[config.mk]
export PLATFORM = sky130hd
export DESIGN_NAME = decode_issue_scoreboard
export DESIGN_NICKNAME = d
export VERILOG_FILES = /design/src/rtl/decode_issue_scoreboard.sv
export SDC_FILE = /design/constraint.sdc
export NUM_CORES = 1
export LEC_CHECK = 0
export ABC_AREA = 1
export BUFFER_PORTS_ARGS = -buffer_cell sky130_fd_sc_hd__buf_2
export CORE_MARGIN = 10
export CORE_UTILIZATION = 30
export CTS_CLUSTER_SIZE = 12
export DETAILED_ROUTE_END_ITERATION = 7
export SLEW_MARGIN = 20
export SYNTH_ARGS = -nofsm -noshare
export SYNTH_HDL_FRONTEND = slang
export SYNTH_SLANG_ARGS = --single-unit
[constraint.sdc]
create_clock -name clk_i -period 1.6 [get_ports clk_i]
set_clock_uncertainty 0.2 [all_clocks]
set_input_delay 0.08 -clock clk_i [delete_from_list [all_inputs] [get_ports clk_i]]
set_output_delay 0.08 -clock clk_i [all_outputs]
set_load 0.1 [all_outputs]
[src/rtl/decode_issue_scoreboard.sv]
// decode_issue_scoreboard
// Decode-to-execute issue stage: a per-register load-use scoreboard that
// stalls dependent instructions, plus a registered payload stage with
// valid/ready handshake and branch flush.
// Optional performance counters are enabled with the macro
// DECODE_ISSUE_PERF_CNT_EN; without it stall_count_o/flush_count_o are 0.
module decode_issue_scoreboard #(
    parameter int ADDR_WIDTH    = 4,
    parameter int NUM_SRC       = 3,
    parameter int PAYLOAD_WIDTH = 96,
    parameter int LOAD_LATENCY  = 1
) (
    input  logic                            clk_i,
    input  logic                            reset_i,
    input  logic                            in_valid_i,
    output logic                            in_ready_o,
    input  logic [NUM_SRC*ADDR_WIDTH-1:0]   src_addr_i,
    input  logic [NUM_SRC-1:0]              src_used_i,
    input  logic [ADDR_WIDTH-1:0]           dest_addr_i,
    input  logic                            dest_write_en_i,
    input  logic                            is_load_i,
    input  logic [PAYLOAD_WIDTH-1:0]        payload_i,
    input  logic                            flush_i,
    input  logic                            out_ready_i,
    output logic                            out_valid_o,
    output logic [NUM_SRC*ADDR_WIDTH-1:0]   out_src_addr_o,
    output logic [ADDR_WIDTH-1:0]           out_dest_addr_o,
    output logic                            out_dest_write_en_o,
    output logic                            out_is_load_o,
    output logic [PAYLOAD_WIDTH-1:0]        out_payload_o,
    output logic                            hazard_o,
    output logic [31:0]                     stall_count_o,
    output logic [31:0]                     flush_count_o
);

    localparam int NUM_REGS = 1 << ADDR_WIDTH;
    localparam int CNT_W    = (LOAD_LATENCY < 1) ? 1 : $clog2(LOAD_LATENCY + 1);

    // Output register state; write-enable and load flags are gated by valid
    // at the ports so stale fields never look live.
    logic                          valid_reg;
    logic [NUM_SRC*ADDR_WIDTH-1:0] src_reg;
    logic [ADDR_WIDTH-1:0]         dest_reg;
    logic                          dest_we_reg;
    logic                          is_load_reg;
    logic [PAYLOAD_WIDTH-1:0]      payload_reg;

    // One bit per register: a load result is still in flight.
    logic [NUM_REGS-1:0]           busy;

    logic hazard_any;
    logic stage_free;
    logic issue;
    logic load_set;
    logic flush_clear;

    // Any used source slot that names a busy register is a load-use hazard.
    always_comb begin
        hazard_any = 1'b0;
        for (int k = 0; k < NUM_SRC; k++) begin
            if (src_used_i[k] && busy[src_addr_i[k*ADDR_WIDTH +: ADDR_WIDTH]]) begin
                hazard_any = 1'b1;
            end
        end
    end

    assign hazard_o    = in_valid_i & hazard_any;
    assign stage_free  = ~valid_reg | out_ready_i;
    assign in_ready_o  = ~hazard_o & ~flush_i & stage_free;
    assign issue       = in_valid_i & in_ready_o;
    assign load_set    = issue & is_load_i & dest_write_en_i;
    assign flush_clear = flush_i & valid_reg & is_load_reg;

    // Output register: reset, then flush, then issue, then bubble, else hold.
    always_ff @(posedge clk_i) begin
        if (reset_i) begin
            valid_reg   <= 1'b0;
            src_reg     <= '0;
            dest_reg    <= '0;
            dest_we_reg <= 1'b0;
            is_load_reg <= 1'b0;
            payload_reg <= '0;
        end else if (flush_i) begin
            valid_reg   <= 1'b0;
        end else if (issue) begin
            valid_reg   <= 1'b1;
            src_reg     <= src_addr_i;
            dest_reg    <= dest_addr_i;
            dest_we_reg <= dest_write_en_i;
            is_load_reg <= is_load_i;
            payload_reg <= payload_i;
        end else if (out_ready_i) begin
            valid_reg   <= 1'b0;
        end
    end

    assign out_valid_o         = valid_reg;
    assign out_src_addr_o      = src_reg;
    assign out_dest_addr_o     = dest_reg;
    assign out_dest_write_en_o = valid_reg & dest_we_reg;
    assign out_is_load_o       = valid_reg & is_load_reg;
    assign out_payload_o       = payload_reg;

    // Scoreboard: one down-counter per register. A new load sets it, a
    // flushed held load clears it, each downstream advance counts it down.
    generate
        for (genvar gi = 0; gi < NUM_REGS; gi++) begin : g_sb
            logic [CNT_W-1:0] cnt_reg;

            // Per-entry counter update with set > flush-clear > decrement.
            always_ff @(posedge clk_i) begin
                if (reset_i) begin
                    cnt_reg <= '0;
                end else if (load_set && (dest_addr_i == ADDR_WIDTH'(gi))) begin
                    cnt_reg <= CNT_W'(LOAD_LATENCY);
                end else if (flush_clear && (dest_reg == ADDR_WIDTH'(gi))) begin
                    cnt_reg <= '0;
                end else if (out_ready_i && (cnt_reg != '0)) begin
                    cnt_reg <= cnt_reg - 1'b1;
                end
            end

            assign busy[gi] = (cnt_reg != '0);
        end
    endgenerate

`ifdef DECODE_ISSUE_PERF_CNT_EN
    logic [31:0] stall_count_reg;
    logic [31:0] flush_count_reg;

    // Saturating counts of hazard cycles and of flushes that killed a live instruction.
    always_ff @(posedge clk_i) begin
        if (reset_i) begin
            stall_count_reg <= '0;
            flush_count_reg <= '0;
        end else begin
            if (hazard_o && (stall_count_reg != 32'hFFFF_FFFF)) begin
                stall_count_reg <= stall_count_reg + 32'd1;
            end
            if (flush_i && valid_reg && (flush_count_reg != 32'hFFFF_FFFF)) begin
                flush_count_reg <= flush_count_reg + 32'd1;
            end
        end
    end

    assign stall_count_o = stall_count_reg;
    assign flush_count_o = flush_count_reg;
`else
    assign stall_count_o = 32'd0;
    assign flush_count_o = 32'd0;
`endif

endmodule

==> metrics.yaml <==
sta:
  hold_viol: 0
  max_freq_mhz: 442
  period_minus_slack_ps: 2260
  max_slew_margin: 0.651
  fin_tns_setup_ps: -74580
  setup_viol: 133
  worst_slew_pin_slew_ps: 527
  report.final.slew_viol_count: 0
  rsz0062_at_grt: "true"
  period_share: 1.41
  setup_ws_ps: -662
routing:
  routed_wl_um: 23900
  vias: 6782
  drt_iter0_markers: 333
  routed_via_density: 4.55
  ant_nets: 0
  wire_per_inst_um: 16.1
  drc: 0
  drt_first_pass_iters: 5
critical_path:
  cp-start-kind: "flop"
  ff2ff_path_depth: 15
  critical_path_class: "reg2reg"
  critPathCaptureType: "flop"
  crit_fanout: 8
  cp_data_arrival_time_ps: 2390
  cp_data_required_time_ps: 1730
synthesis:
  ys_seq_elements: 131
  synthTopCellsByCount: "nand2_1, a21oi_1, dfxtp_1, buf_4, nand3_1"
  muxShareOfSynthArea: 0
  syn_inst: 834
  ys_top_cells_by_area: "dfxtp_1, nand2_1, a21oi_1, buf_4, nand3_1"
  syn-mean-instance-area_um2: 7.04
  yosys_warnings: 0
  syn_area_um2: 5870
  ys.flop_type: "dfxtp_1"
  synth_top_family_by_area: "simple AND/OR/NAND/NOR gates"
  netlist.area_leader.share: 0.447
  ys_types: 19
  async_reset_ff_frac: 0
  synth_fa_ha_area_frac: 0
  synth-simple-area-share: 0.287
  yosysSeqAreaShare: 0.447
  synth_xor_area_frac: 0
  synth_edf_count: 0
  yosysMostFrequentCell: "nand2_1"
  synth-compound-area-share: 0.116
  yosysTopAreaCell: "dfxtp_1"
die:
  num_io_pins: 303
  initial_utilization: 0.304
  rows: 51
  fp.dieH_um: 160
  core_area_um2: 19300
  die-area_um2: 25600
  die_w_um: 160
job:
  maxCapViolations: 0
layout:
  largest_reg_flops: 96
  area_growth_pct: 71.1
  final_core_util: 0.519
  fin_nets: 1332
  drive_above_1_share: 0.380
pwr:
  p_per_area_nw_per_um2: 1030
  p_total_uw: 10400
  p_leak_uw: 0.00466
  worst_ir_drop_vdd_mv: 0.684
cts:
  cts_buffers: 17
  clk_pin_slew_ps: 60
  clk_latency_ps: 410
  cts_tree: "done"
  clockBufferDepth: 2
  htree_levels: 4
  cts_root_buf: "clkbuf_16"
  cts_sinks: 131
global_routing:
  first_global_vias: 6740
  grt_pass1_wl_um: 35700
  grt_max_degree: 70
  grt_usage: 0.168
  grt-ovfl-total: 0
  antenna_found_initial: 4
hold_path:
  hp-class: "in2reg"
  min_path_cells: 5
place:
  io_buffers: 238
  dp_hpwl_um: 15200
  place_congestion: 0.857
run_status:
  status: "finished with violations"
  violations: "negative setup slack"
## stage by stage
stage	hold WS (ps)	cell area, µm²	cells	setup WS (ps)
floorplan	-51.3	6280	897	-610
global placement	116	7410	1319	-434
detailed placement	130	7410	1319	-439
CTS	-247	9470	1478	-622
global route	64.0	10000	1491	-772
finish	46.3	10000	1492	-662
## worst max-delay path, cell delays in order (launching register included)
cell and delay, ps:
dfxtp_2 320, inv_2 70, nand2_1 50, o211ai_1 90
nand3_1 100, nand3_1 80, nand2_1 70, nand2_2 90
nand3_4 90, buf_6 130, nor3_4 210, buf_6 190
buf_12 120, clkbuf_16 160, nand2_1 60, a21oi_1 130
## layer usage
metal / global-route usage / share of wire
met5: 0 / 0.00046
met4: 0.0530 / 0.017
met3: 0.0812 / 0.11
met2: 0.266 / 0.46
met1: 0.198 / 0.41
## cell usage in the layout, fill, tap and decap left out, types with 9 or more instances in the layout
cell and instances:
nor2_1 19, buf_2 228, buf_4 27, clkbuf_16 19, conb_1 64, buf_6 9
nand2_2 18, inv_2 21, buf_12 16, nand2_1 272, nand4_1 16, inv_1 19
dlygate4sd3_1 116, dfxtp_1 112, a21oi_2 43, a21oi_1 88, nand3_1 48, dfxtp_2 17
nand2_4 26
## cell families after synthesis
logic type | Yosys count
flip-flops | 131
AND/OR/NAND/NOR | 412
other | 1
AO/OA/AOI/OAI | 134
buffers and inverters | 156
## power breakdown
group	switching (µW)	internal, µW	leakage, µW
Clock	1640	2190	0.000278
Combinational	2310	778	0.00331
Sequential	72.1	3390	0.00107
## worst paths after layout
kind | start | to | slack, ps
worst max-delay path | g_sb[1].cnt_reg | out_payload_o[63] | -660
worst min register to register | out_payload_o[54] | out_payload_o[54] | 250
worst min-delay path | out_ready_i | out_valid_o | 50
worst max register to register | g_sb[1].cnt_reg | out_payload_o[63] | -660
## cell type report
class / instances / area (µm²)
Inverter: 43 / 170
Timing Repair Buffer: 407 / 3200
Clock inverter: 14 / 145
Multi-Input combinational cell: 610 / 3100
Antenna cell: 4 / 10.0
Fill cell: 1789 / 9290
Clock buffer: 18 / 429
Tap cell: 265 / 332
Sequential cell: 131 / 2650
## repair_timing
item	4_1_cts	5_1_grt
setup buffers	6	9
pin swaps	18	47
hold buffers	115	1
endpoints found under the hold margin	131	1
resized for setup	40	127
gates cloned	6	2
endpoints found under the setup margin	139	134
Note: power is estimated with default switching activity, not from simulation.
